===== config.mk =====
export PLATFORM = sky130hd
export DESIGN_NAME = reg_fifo_sc
export DESIGN_NICKNAME = d
export VERILOG_FILES = /design/src/rtl/reg_fifo_sc.sv
export SDC_FILE = /design/constraint.sdc
export NUM_CORES = 1
export LEC_CHECK = 0
export CORE_ASPECT_RATIO = 0.9
export CORE_MARGIN = 4
export CORE_UTILIZATION = 48
export DETAILED_ROUTE_END_ITERATION = 16
export PLACE_DENSITY = 0.66
export SKIP_LAST_GASP = 1
export SLEW_MARGIN = 20
export SYNTH_ARGS = -nofsm -noshare
export SYNTH_HDL_FRONTEND = slang
export SYNTH_SLANG_ARGS = --single-unit

===== constraint.sdc =====
create_clock -name clk -period 6.5 [get_ports clk]
set_input_delay 0.65 -clock clk [delete_from_list [all_inputs] [get_ports clk]]
set_output_delay 0.65 -clock clk [all_outputs]
set_load 0.02 [all_outputs]

===== src/rtl/reg_fifo_sc.sv =====
`default_nettype none
// ============================================================================
//  Module   : reg_fifo_sc
//  Brief    : Single-clock register FIFO with valid/ready on both sides,
//             first-word-fall-through output, occupancy/almost-full status,
//             synchronous flush and a saturating dropped-write counter.
//  Revision : 1.0 - initial release
// ============================================================================
module reg_fifo_sc #(
    parameter int DWIDTH       = 32,
    parameter int DEPTH        = 8,
    parameter int AFULL_THRESH = DEPTH - 3,
    parameter int CNT_WIDTH    = $clog2(DEPTH) + 1
) (
    input  logic                 clk,
    input  logic                 rst,
    input  logic                 flush,
    input  logic [DWIDTH-1:0]    in_data,
    input  logic                 in_valid,
    output logic                 in_ready,
    output logic [DWIDTH-1:0]    out_data,
    output logic                 out_valid,
    input  logic                 out_ready,
    output logic [CNT_WIDTH-1:0] occupancy,
    output logic                 almost_full,
    output logic [31:0]          overflow_cnt
);

    localparam int                   PTR_W   = $clog2(DEPTH);
    localparam logic [CNT_WIDTH-1:0] C_DEPTH = CNT_WIDTH'(DEPTH);
    localparam logic [CNT_WIDTH-1:0] C_AFULL = CNT_WIDTH'(AFULL_THRESH);
    localparam logic [PTR_W-1:0]     C_PTR_ONE = PTR_W'(1);
    localparam logic [CNT_WIDTH-1:0] C_CNT_ONE = CNT_WIDTH'(1);

    logic [DWIDTH-1:0]    r_mem [DEPTH];
    logic [PTR_W-1:0]     r_wr_ptr;
    logic [PTR_W-1:0]     r_rd_ptr;
    logic [CNT_WIDTH-1:0] r_count;
    logic [31:0]          r_overflow_cnt;

    logic w_full;
    logic w_push;
    logic w_pop;
    logic w_drop;

    // Handshake decode; in_ready looks only at registered count so there is
    // no combinational path from out_ready through to in_ready.
    always_comb begin
        w_full   = (r_count == C_DEPTH);
        in_ready = !w_full && !rst;
        w_push   = in_valid && in_ready;
        w_pop    = out_valid && out_ready;
        w_drop   = in_valid && !in_ready && !rst && !flush;
    end

    // Status and fall-through head outputs, all straight from registered state.
    always_comb begin
        out_valid    = (r_count != '0);
        out_data     = r_mem[r_rd_ptr];
        occupancy    = r_count;
        almost_full  = (r_count >= C_AFULL);
        overflow_cnt = r_overflow_cnt;
    end

    // Storage array; not reset, a flushed cycle writes nothing.
    always_ff @(posedge clk) begin
        if (w_push && !flush) begin
            r_mem[r_wr_ptr] <= in_data;
        end
    end

    // Pointers and count; flush overrides any transfer in the same cycle.
    always_ff @(posedge clk) begin
        if (rst || flush) begin
            r_wr_ptr <= '0;
            r_rd_ptr <= '0;
            r_count  <= '0;
        end else begin
            if (w_push) begin
                r_wr_ptr <= r_wr_ptr + C_PTR_ONE;
            end
            if (w_pop) begin
                r_rd_ptr <= r_rd_ptr + C_PTR_ONE;
            end
            if (w_push && !w_pop) begin
                r_count <= r_count + C_CNT_ONE;
            end else if (w_pop && !w_push) begin
                r_count <= r_count - C_CNT_ONE;
            end
        end
    end

    // Dropped-write counter; survives flush, sticks at all-ones.
    always_ff @(posedge clk) begin
        if (rst) begin
            r_overflow_cnt <= '0;
        end else if (w_drop && (r_overflow_cnt != '1)) begin
            r_overflow_cnt <= r_overflow_cnt + 32'd1;
        end
    end

endmodule
`default_nettype wire


Word-level counts from Yosys, hierarchy flattened
Memory sizes are Yosys's and may differ from the RTL's. A register that Yosys moved wholly into a read port is not among the register bits. Index checks and enable logic that the tools add are counted. W data, S select, Z words.

Output and inout bits: 71. Flip-flop bits (word level): 42. RAM bits: 256. Memories kept: 1. Word-level logic and storage cells: 38.

Add/subtract/negate cells: 5. $lt $le $gt $ge: 1. Muxes and demuxes: 6. Eq/ne operators: 2. Reduce and logical (&&, ||, !) cells: 19.

Memories: r_mem (depth 8, bits a word 32, rd ports 1, clocked after Yosys merged registers in 1, wr ports 1, RTL line 35) `logic [DWIDTH-1:0] r_mem [DEPTH];`.

Operator list (count): $add A32 B1 Y32 const B (1); $ne A32 B32 Y1 const B (1); $logic_and A1 B1 Y1 (10); $mux W4 (2); $add A3 B1 Y3 const B (2); $logic_not A1 Y1 (6); $mux W3 (2); $add A4 B1 Y4 const B (1); $eq A4 B4 Y1 const B (1); $ge A4 B3 Y1 const B (1); $reduce_bool A4 Y1 (1); $sub A4 B1 Y4 const B (1); $mux W1 (2); $reduce_bool A2 Y1 (1); $logic_or A1 B1 Y1 (1).

Longest topological paths before layout
Depth after elaboration: 8. Depth in mapped cells: 12. Mapped depth without buffers: 11.

Worst setup path after synthesis
No wires, ideal clock.

Kind: reg2reg. Start point: register r_count[0], in the netlist occupancy[0]. End point: memory r_mem[0][0] (enable). Path slack: 2.444 ns. Cell stages (with the launch flop): 6. Arrival: 3.595 ns. Clock period less this slack: 4.056 ns. Required time: 6.039 ns. Setup time: 0.461 ns. Cells stage by stage: dfxtp_1 -> or4b_1 -> buf_2 -> nand3b_1 -> or3_1 -> nor3_1.

Longest elaborated chain between the ends: 7.

RTL lines: start: declaration (RTL line 38) `logic [CNT_WIDTH-1:0] r_count;`; start signal: assignment (RTL line 86) `r_count <= r_count + C_CNT_ONE;`; start signal: assignment (RTL line 88) `r_count <= r_count - C_CNT_ONE;`; $eq A4 B4 Y1 (RTL line 49) `w_full = (r_count == C_DEPTH);`; $logic_not A1 Y1 (RTL line 50) `in_ready = !w_full && !rst;`; $logic_and A1 B1 Y1 (RTL line 50); $logic_and A1 B1 Y1 (RTL line 51) `w_push = in_valid && in_ready;`; $logic_and A1 B1 Y1 (RTL line 67) `if (w_push && !flush) begin`; $mux W1 (RTL line 67); $mux W1 (not written as such) (RTL line 68) `r_mem[r_wr_ptr] <= in_data;`; end: declaration (RTL line 35).

No other way between the ends.

==> impl_metrics.toml <==
[sta]
finalMaxSlewViolations = 0
final_hold_viol_count = 0
setup_viol = 0
relSlewSlack_pct = 30.5
timing.setup.tns_ns = 0
whs_ns = 0.487
rsz0062_at_grt = "no"
fmax_mhz = 241
period_needed_ns = 4.14
worst_slew_pin_slew_ns = 1.04
clock_skew_ns = 0.0216
period_share_pct = 63.7

[routing]
ant_nets = 0
route.detailed.drc = 0
dr.pass1.iters = 4
num_vias = 6310
routed_via_density = 5.77
routed_wl_um = 23700
wl_per_cell_um = 21.7
drt_first_iter_violations = 519

[floorplan]
initial_core_util_pct = 48.8
chipHeight_um = 157
rows = 54
coreArea_mm2 = 0.0243
io_pins = 108
die_area_mm2 = 0.0273
die_w_um = 174

[clocking]
cts_post_setup_buffers_inserted = 0
cts_tree = "done"
clkTransAtPathRegs_ns = 0.06
cts-resized-gates = 0
holdBufCountCts = 0
clock_path_buffers = 3
htree_levels = 1
clock-sinks = 301
cts_root_buffer = "clkbuf_16"
numCtsBuffers = 30
clock_latency_ns = 0.55

[flow_run]
cap_viol_max_count = 0

[grt]
antenna_found_initial = 1
grt_first_pass_wirelength_um = 37400
grt_pass1_vias = 6614
grt_usage_pct = 17.4
grt_max_degree = 65
overflow = 0

[logic_synthesis]
syn_area_mm2 = 0.0118
ys_async_sr_fraction_pct = 0
syn_inst = 644
ys_top_cells_by_count = "256 x edfxtp_1, 64 x mux4_2, 45 x dfxtp_1"
synth_edf_count = 256
synth.distinct_cells = 43
synth_top_area_share_pct = 64.9
yosysWarnings = 0
syn_avg_cell_area_um2 = 18.4
yosys.area.top_type = "edfxtp_1"
synth.most_common_cell = "edfxtp_1"
synth_fp_nets = 688
synth_top_flop_cell = "edfxtp_1"
yosysSeqAreaShare_pct = 72.5
ys_ff_latch = 301
synthTopCellsByArea = "edfxtp_1 65%, mux4_2 12%, dfxtp_1 7.6%"

[critical_path]
start_kind = "register"
arrival_ns = 3.49
cp-end-kind = "output port"
path_cells = "buf_4 > mux4_2 > mux2_2 > clkdlybuf4s50_1"
critPathBufInv = 2
r2r_slack_ns = 3.46
path_max_fanout = 33
path_class = "reg2out"
cp_slowest_stage_delay_ns = 0.79
required_ns = 5.85
path_delay_family = "buffers and inverters"
critPathSlowestCell = "dfxtp_4"

[min_path]
hp-class = "reg2reg"

[finish]
antenna_cells = 0
fin_util_pct = 59.1
area_growth_pct = 21.1
stdcell_area_mm2 = 0.0143
nets = 809
fin_cells = 1093
drive_gt1_share_pct = 22.2

[power]
worst_ir_drop_vdd_mv = 0.204
leakage_uw = 0.00444
power_density_mw_per_mm2 = 283

[run_status]
status = "finished clean"

[placement]
routabilityCongestion = 0.781
placed_area_mm2 = 0.0133
hpwl_um = 13400
port-buffer-count = 107
dp_cells = 1041
[path summary, 6_finish.rpt]
check                    start      endpoint  cells after the start
setup / recovery      register   out_data[3]                      4
hold reg to reg    r_rd_ptr[1]      register                      2
hold / removal     r_rd_ptr[1]      register                      2
setup reg to reg  occupancy[0]  occupancy[3]                     11
[stage by stage]
step | power [uW] | worst slack, ns
3_5_place_dp | 2380 | 2.84
2_1_floorplan | 2280 | 2.44
3_3_place_gp | 2370 | 2.88
5_1_grt | 4210 | 2.08
4_1_cts | 4110 | 2.23
6_report | 4060 | 2.36
[layout by cell type (no fill, tap or decap), drive strengths merged, types with 23 or more instances in the layout]
master,netlist,final
edfxtp,256,256
clkdlybuf4s50,0,107
mux4,64,64
dfxtp,45,45
clkbuf,21,37
mux2,35,35
a21oi,28,28
nor2,28,28
nand2,23,23
[layout make-up]
cell class                      count  area (um^2)
Sequential cell                   301         8600
Inverter                            5         18.8
Tap cell                          308          385
Clock buffer                       37          817
Multi-Input combinational cell    308         3170
Timing Repair Buffer              119         1160
Fill cell                        1754         9910
Clock inverter                     15          193
[per-layer routing]
| metal | share of wire [%] | vias to the layer above | GRT usage (%) |
|---|---|---|---|
| met5 | 0.055 | - | 0 |
| met4 | 2.0 | 2 | 3.92 |
| met3 | 5.1 | 34 | 3.39 |
| met2 | 50 | 153 | 30.1 |
| met1 | 43 | 3270 | 23.2 |
| li1 | - | 2851 | - |
[worst register-to-register path, stage by stage (launching register included)]
cell	delay [ns]
dfxtp_1	0.41
or4b_1	0.72
nand3b_1	0.21
inv_1	0.11
ha_1	0.24
inv_1	0.12
ha_1	0.24
a21o_1	0.18
a21oi_1	0.18
xnor2_1	0.09
or3_1	0.32
a21oi_1	0.15
[power breakdown]
group          internal, uW  leakage, uW  switching, uW  total, uW
registers              2100      0.00267           16.0       2120
clock network          1040     0.000484            688       1730
logic                   109      0.00128            102        212
total                  3260      0.00444            806       4060
[cells by family after synthesis]
| group | synth area share (%) |
|---|---|
| fa+ha+maj | 0.803 |
| mux | 15.7 |
| flops | 72.5 |
| compound gates | 2.82 |
| xor+xnor | 0.887 |
| buf+inv | 1.18 |
| simple gates | 6.13 |
[registers in the layout (all words and copies together) (netlist names), named ones only]
| signal | cells |
|---|---|
| r_mem | 256 |
| overflow_cnt | 32 |
| occupancy | 4 |
| r_rd_ptr | 3 |
| r_wr_ptr | 3 |
No activity file was read; power rests on OpenSTA's default activity.
==> RTL change 1, RTL diff (config.mk and constraints unchanged) <==
Set the parameter `DEPTH` to 4 (it was 8).
--- a/src/rtl/reg_fifo_sc.sv
+++ b/src/rtl/reg_fifo_sc.sv
@@ -8,7 +8,7 @@
 // ============================================================================
 module reg_fifo_sc #(
     parameter int DWIDTH       = 32,
-    parameter int DEPTH        = 8,
+    parameter int DEPTH        = 4,
     parameter int AFULL_THRESH = DEPTH - 3,
     parameter int CNT_WIDTH    = $clog2(DEPTH) + 1
 ) (
Interface: changed (resized occupancy); port bits go from 108 to 107. The function was not compared with the original's and may differ.
==> RTL change 1 against the unedited design <==
Setup slack improved by 1.0 ns. Wire length decreased by 44%. Sequential cell count decreased by 132. Power decreased by 41%. Design area decreased by 40%. Synthesized area decreased by 43%. Count of clock-buffer cells in the layout decreased by 16. First-iteration DRC count decreased by 38%. Clock skew decreased by 0.015 ns. Combinational power decreased by 38%. Largest cell class unchanged. Largest power group unchanged.
==> RTL change 1: results (changes against the unedited design) <==
* Synth Area in Compound Gates at 5.22% (+2.4 points)
* Clock buffer count from CTS at 17 (-43%)
* Met3 GRT Util at 5.16% (+1.8 points)
* Worst R2R Path Depth at 7 (-4)
* Cell variety after synth at 42 (-2.3%)
* Clk buf depth at 2 (-1)
* Sequential cell area at 4670 sq um (-46%)
* Gate Count Post-Synth at 416 (-35%)
* Final hold slack at 0.512 ns (+0.0257 ns)
* Htree depth at 4 (+3)
* Status: complete, no violations
* WP data arrival at 2.47 ns (-1.02 ns)
* GR met1 Demand/Resource at 24.4% (+1.2 points)
* Placed cell count at 677 (-35%)
* Leak at 2.73 nW (-39%)
* Multiplexer area fraction after synthesis at 11.5% (-4.1 points)
* Top post-synthesis cells by area: edfxtp_1, dfxtp_1, mux4_2
* Uppermost layer routed: met4
* Clock power frac at 46.0% (+3.4 points)
* Global-route wire length before repair at 21,400 um (-43%)
* WL met1 at 6140 um (-39%)
* Post-DP HPWL at 8340 um (-38%)
* DR iter-0 viols at 321 (-38%)
* Max reg flops at 128 (-50%)
* Worst Hold Launch: overflow_cnt[7]
* Worst VDD drop at 0.173 mV (-15%)
* Vias/cell at 5.61 (-2.9%)
* Commonest cells in the synthesized netlist: edfxtp_1, dfxtp_1, mux4_2
* Port bufs at 106 (-0.93%)
* Proportion of layout cells with a drive suffix above 1 at 15.0% (-7.2 points)
* Placed Area at 7940 sq um (-40%)
* Reg power frac at 48.6% (-3.6 points)
* Vias in the first global route at 3,999 (-40%)
## RTL change 1: area by class of cell
class | count | share of cell area, %
Multi-Input combinational cell | 220 | 22.5
Sequential cell | 169 | 54.3
Inverter | 12 | 0.524
Clock buffer | 21 | 5.47
Timing Repair Buffer | 108 | 12.5
Clock inverter | 11 | 2.24
Tap cell | 168 | 2.44
## RTL change 1: how the worst max path moves through the flow
| stage | startpoint | to | slack (ns) | cells past startpoint |
|---|---|---|---|---|
| floorplan | rst | r_mem[0][0] | 3.84 | 5 |
| global placement | rst | overflow_cnt[24] | 3.36 | 7 |
| detailed placement | rst | overflow_cnt[24] | 3.19 | 7 |
| CTS | flop | out_data[18] | 3.31 | 3 |
| global route | flop | out_data[18] | 3.22 | 3 |
| finish | flop | out_data[18] | 3.38 | 3 |
## RTL change 1: critical path, cell delays in order (launching register included)
cell	delay, ns
dfxtp_2	0.31
buf_4	0.51
mux4_2	0.62
clkdlybuf4s50_1	0.57
==> RTL change 2, RTL diff (same flow settings) <==
Without the edit above. Make the reset (`rst`) asynchronous in one clocked block.
--- a/src/rtl/reg_fifo_sc.sv
+++ b/src/rtl/reg_fifo_sc.sv
@@ -91,7 +91,7 @@
     end
 
     // Dropped-write counter; survives flush, sticks at all-ones.
-    always_ff @(posedge clk) begin
+    always_ff @(posedge clk or posedge rst) begin
         if (rst) begin
             r_overflow_cnt <= '0;
         end else if (w_drop && (r_overflow_cnt != '1)) begin
Formal check against the unedited RTL: not equivalent (Yosys sat finds a counterexample within 10 cycles, from zero or initial values and one cycle with rst high; the reset may be asserted at any time).
==> RTL change 2 against the unedited design <==
Register-to-register slack improved by 0.13 ns. Design area increased by 1.5%. Wire length decreased by 3.0%. First-iteration DRC count decreased by 18%. Fmax increased by 1.2%. Power decreased by 0.11%. Synthesized area increased by 0.14%. Sequential cell count unchanged. Synthesized cell count decreased by 7.8%. Setup slack improved by 0.047 ns. Critical endpoint is now out_data[1]. Largest cell class unchanged. Highest routed layer unchanged.
==> RTL change 2: results (changes against the unedited design) <==
* WL met1 at 10,400 um (+3.5%)
* Clk buf depth at 3 (unchanged)
* FF-to-FF Start: occupancy[0]
* Internal Power at 3.25 mW (-0.36%)
* Vias at 5,911 (-6.3%)
* Final wirelength at 23,000 um (-3.0%)
* Post-Syn Area per Cell at 20.0 sq um (+8.6%)
* Initial DRT Pass Iterations at 4 (unchanged)
* DR iter-0 viols at 423 (-18%)
* Ant. Diodes at 0 (unchanged)
* Clock latency on the worst-skew pair at 0.53 ns (-0.02 ns)
* Worst VDD drop at 0.209 mV (+2.4%)
* Register area share after synthesis at 73.8% (+1.3 points)
* Fill cells at 1,730 (-1.4%)
* Vias in the first global route at 6,462 (-2.3%)
* Status: complete, no violations
* Leak at 4.73 nW (+6.6%)
* Post-route insts no fill at 1,057 (-3.3%)
* Top post-synthesis cells by area: edfxtp_1, mux4_2, dfrtp_1
* WP data arrival at 3.45 ns (-0.04 ns)
* Placed cell count at 1,001 (-3.8%)
* Global-route wire length before repair at 36,500 um (-2.4%)
* Initial antenna violation count at 2 (+1)
* Post-DP HPWL at 14,300 um (+6.5%)
* Min-delay worst type: flop to flop
* Post-CTS Setup Bufs at 0 (unchanged)
* Synth Net Count at 638 (-7.3%)
* Final Skew at 0.00679 ns (-0.0148 ns)
* Synth warnings at 0 (unchanged)
* Uppermost layer routed: met5
* Capture point of the worst reg-to-reg path: occupancy[3]
* Cell variety after synth at 45 (+4.7%)
* Commonest cells in the synthesized netlist: edfxtp_1, mux4_2, mux2_2
* Post-cts sizing count at 0 (unchanged)
* Setup crit end: out_data[1]
* Largest net degree at the start of global routing at 34 (-48%)
* Post-synth ARST share at 10.6% (+11 points)
* Proportion of layout cells with a drive suffix above 1 at 24.6% (+2.4 points)
* Met3 wire len at 1190 um (-0.83%)
* Htree depth at 1 (unchanged)
* Setup slack, reg-to-reg at 3.59 ns (+0.13 ns)
* Worst R2R Path Depth at 10 (-1)
* Post-synth EDFFs at 256 (unchanged)
* Gpl congestion at 0.793 (+1.6%)
* Max-slew headroom at 34.3% (+3.7 points)
* GRT Total Usage at 17.0% (-0.32 points)
* Clk slew on worst S/H paths at 0.06 ns (about the same)
* Worst Path Max Fanout at 33 (unchanged)
* Post-layout net count at 769 (-4.9%)
* Met2 WL at 10,900 um (-8.3%)
==> RTL change 2: cell count changes after synthesis, sizes merged, moves of 6 or more <==
cell | unedited run | this run
nand3 | 9 | 20
or4 | 10 | 1
a21oi | 28 | 6
clkbuf | 21 | 15
o31ai | 8 | 0
dfrtp | 0 | 32
dfxtp | 45 | 13
or3 | 17 | 2
o21ai | 17 | 2
nand2 | 23 | 15
xnor2 | 4 | 26
==> RTL change 2: metal layers <==
metal  track usage (%)  vias up
met4              3.51        4
li1                  -     2665
met3              3.82       34
met2              28.2      152
met1              23.8     3056
met5                 0        -
==> RTL change 2: how the worst min path moves through the flow <==
stage | start | to | cells after the start
final | r_rd_ptr[1] | flop | 2
after global routing | r_rd_ptr[1] | flop | 2
after CTS | r_rd_ptr[1] | flop | 2
after detailed placement | r_rd_ptr[1] | flop | 2
after global placement | r_rd_ptr[1] | flop | 2
after floorplan | r_rd_ptr[1] | flop | 2
==> RTL change 2: through the flow <==
step | area [sq um] | util [%] | worst slack [ns] | total power, mW | hold slack, ns
after floorplan | 11900 | - | 2.25 | 2.30 | 0.454
after global placement | 13300 | 54.9 | 2.87 | 2.40 | 0.460
after detailed placement | 13600 | 55.9 | 2.86 | 2.41 | 0.474
after CTS | 14600 | 60.0 | 2.28 | 4.10 | 0.487
after global routing | 14600 | 60.0 | 2.14 | 4.21 | 0.514
final | 14600 | 60.0 | 2.40 | 4.06 | 0.486
==> RTL change 2: logic make-up after synthesis <==
logic type | share of synthesized area [%]
xor gates and xnor gates | 2.58
AOI/OAI and AO/OA | 0.728
DFF | 73.8
muxes | 15.5
buffers and inverters | 0.949
and+or+nand+nor | 5.63
adders and majority gates | 0.802
==> RTL change 2: layout make-up <==
type,instances,share of cell area [%]
inverter,6,0.155
clock buffer,36,5.66
tap,308,2.65
clock inverter,20,1.14
multi-input combinational,265,21.0
sequential,301,60.1
timing repair buffer,121,9.27
==> RTL change 2: power groups by stage <==
stage          logic (mW)  clock network (mW)  registers [mW]
2_1_floorplan       0.127                   0            2.17
3_3_place_gp        0.226                   0            2.17
3_5_place_dp        0.233                   0            2.17
4_1_cts             0.235                1.73            2.13
5_1_grt             0.249                1.83            2.14
6_report            0.231                1.70            2.13
==> RTL change 2: worst max-delay path: stages (launching register included) <==
cell and delay, ns:
dfxtp_4 0.77, buf_4 0.65, mux4_2 0.58, mux2_2 0.31, clkdlybuf4s50_1 0.55
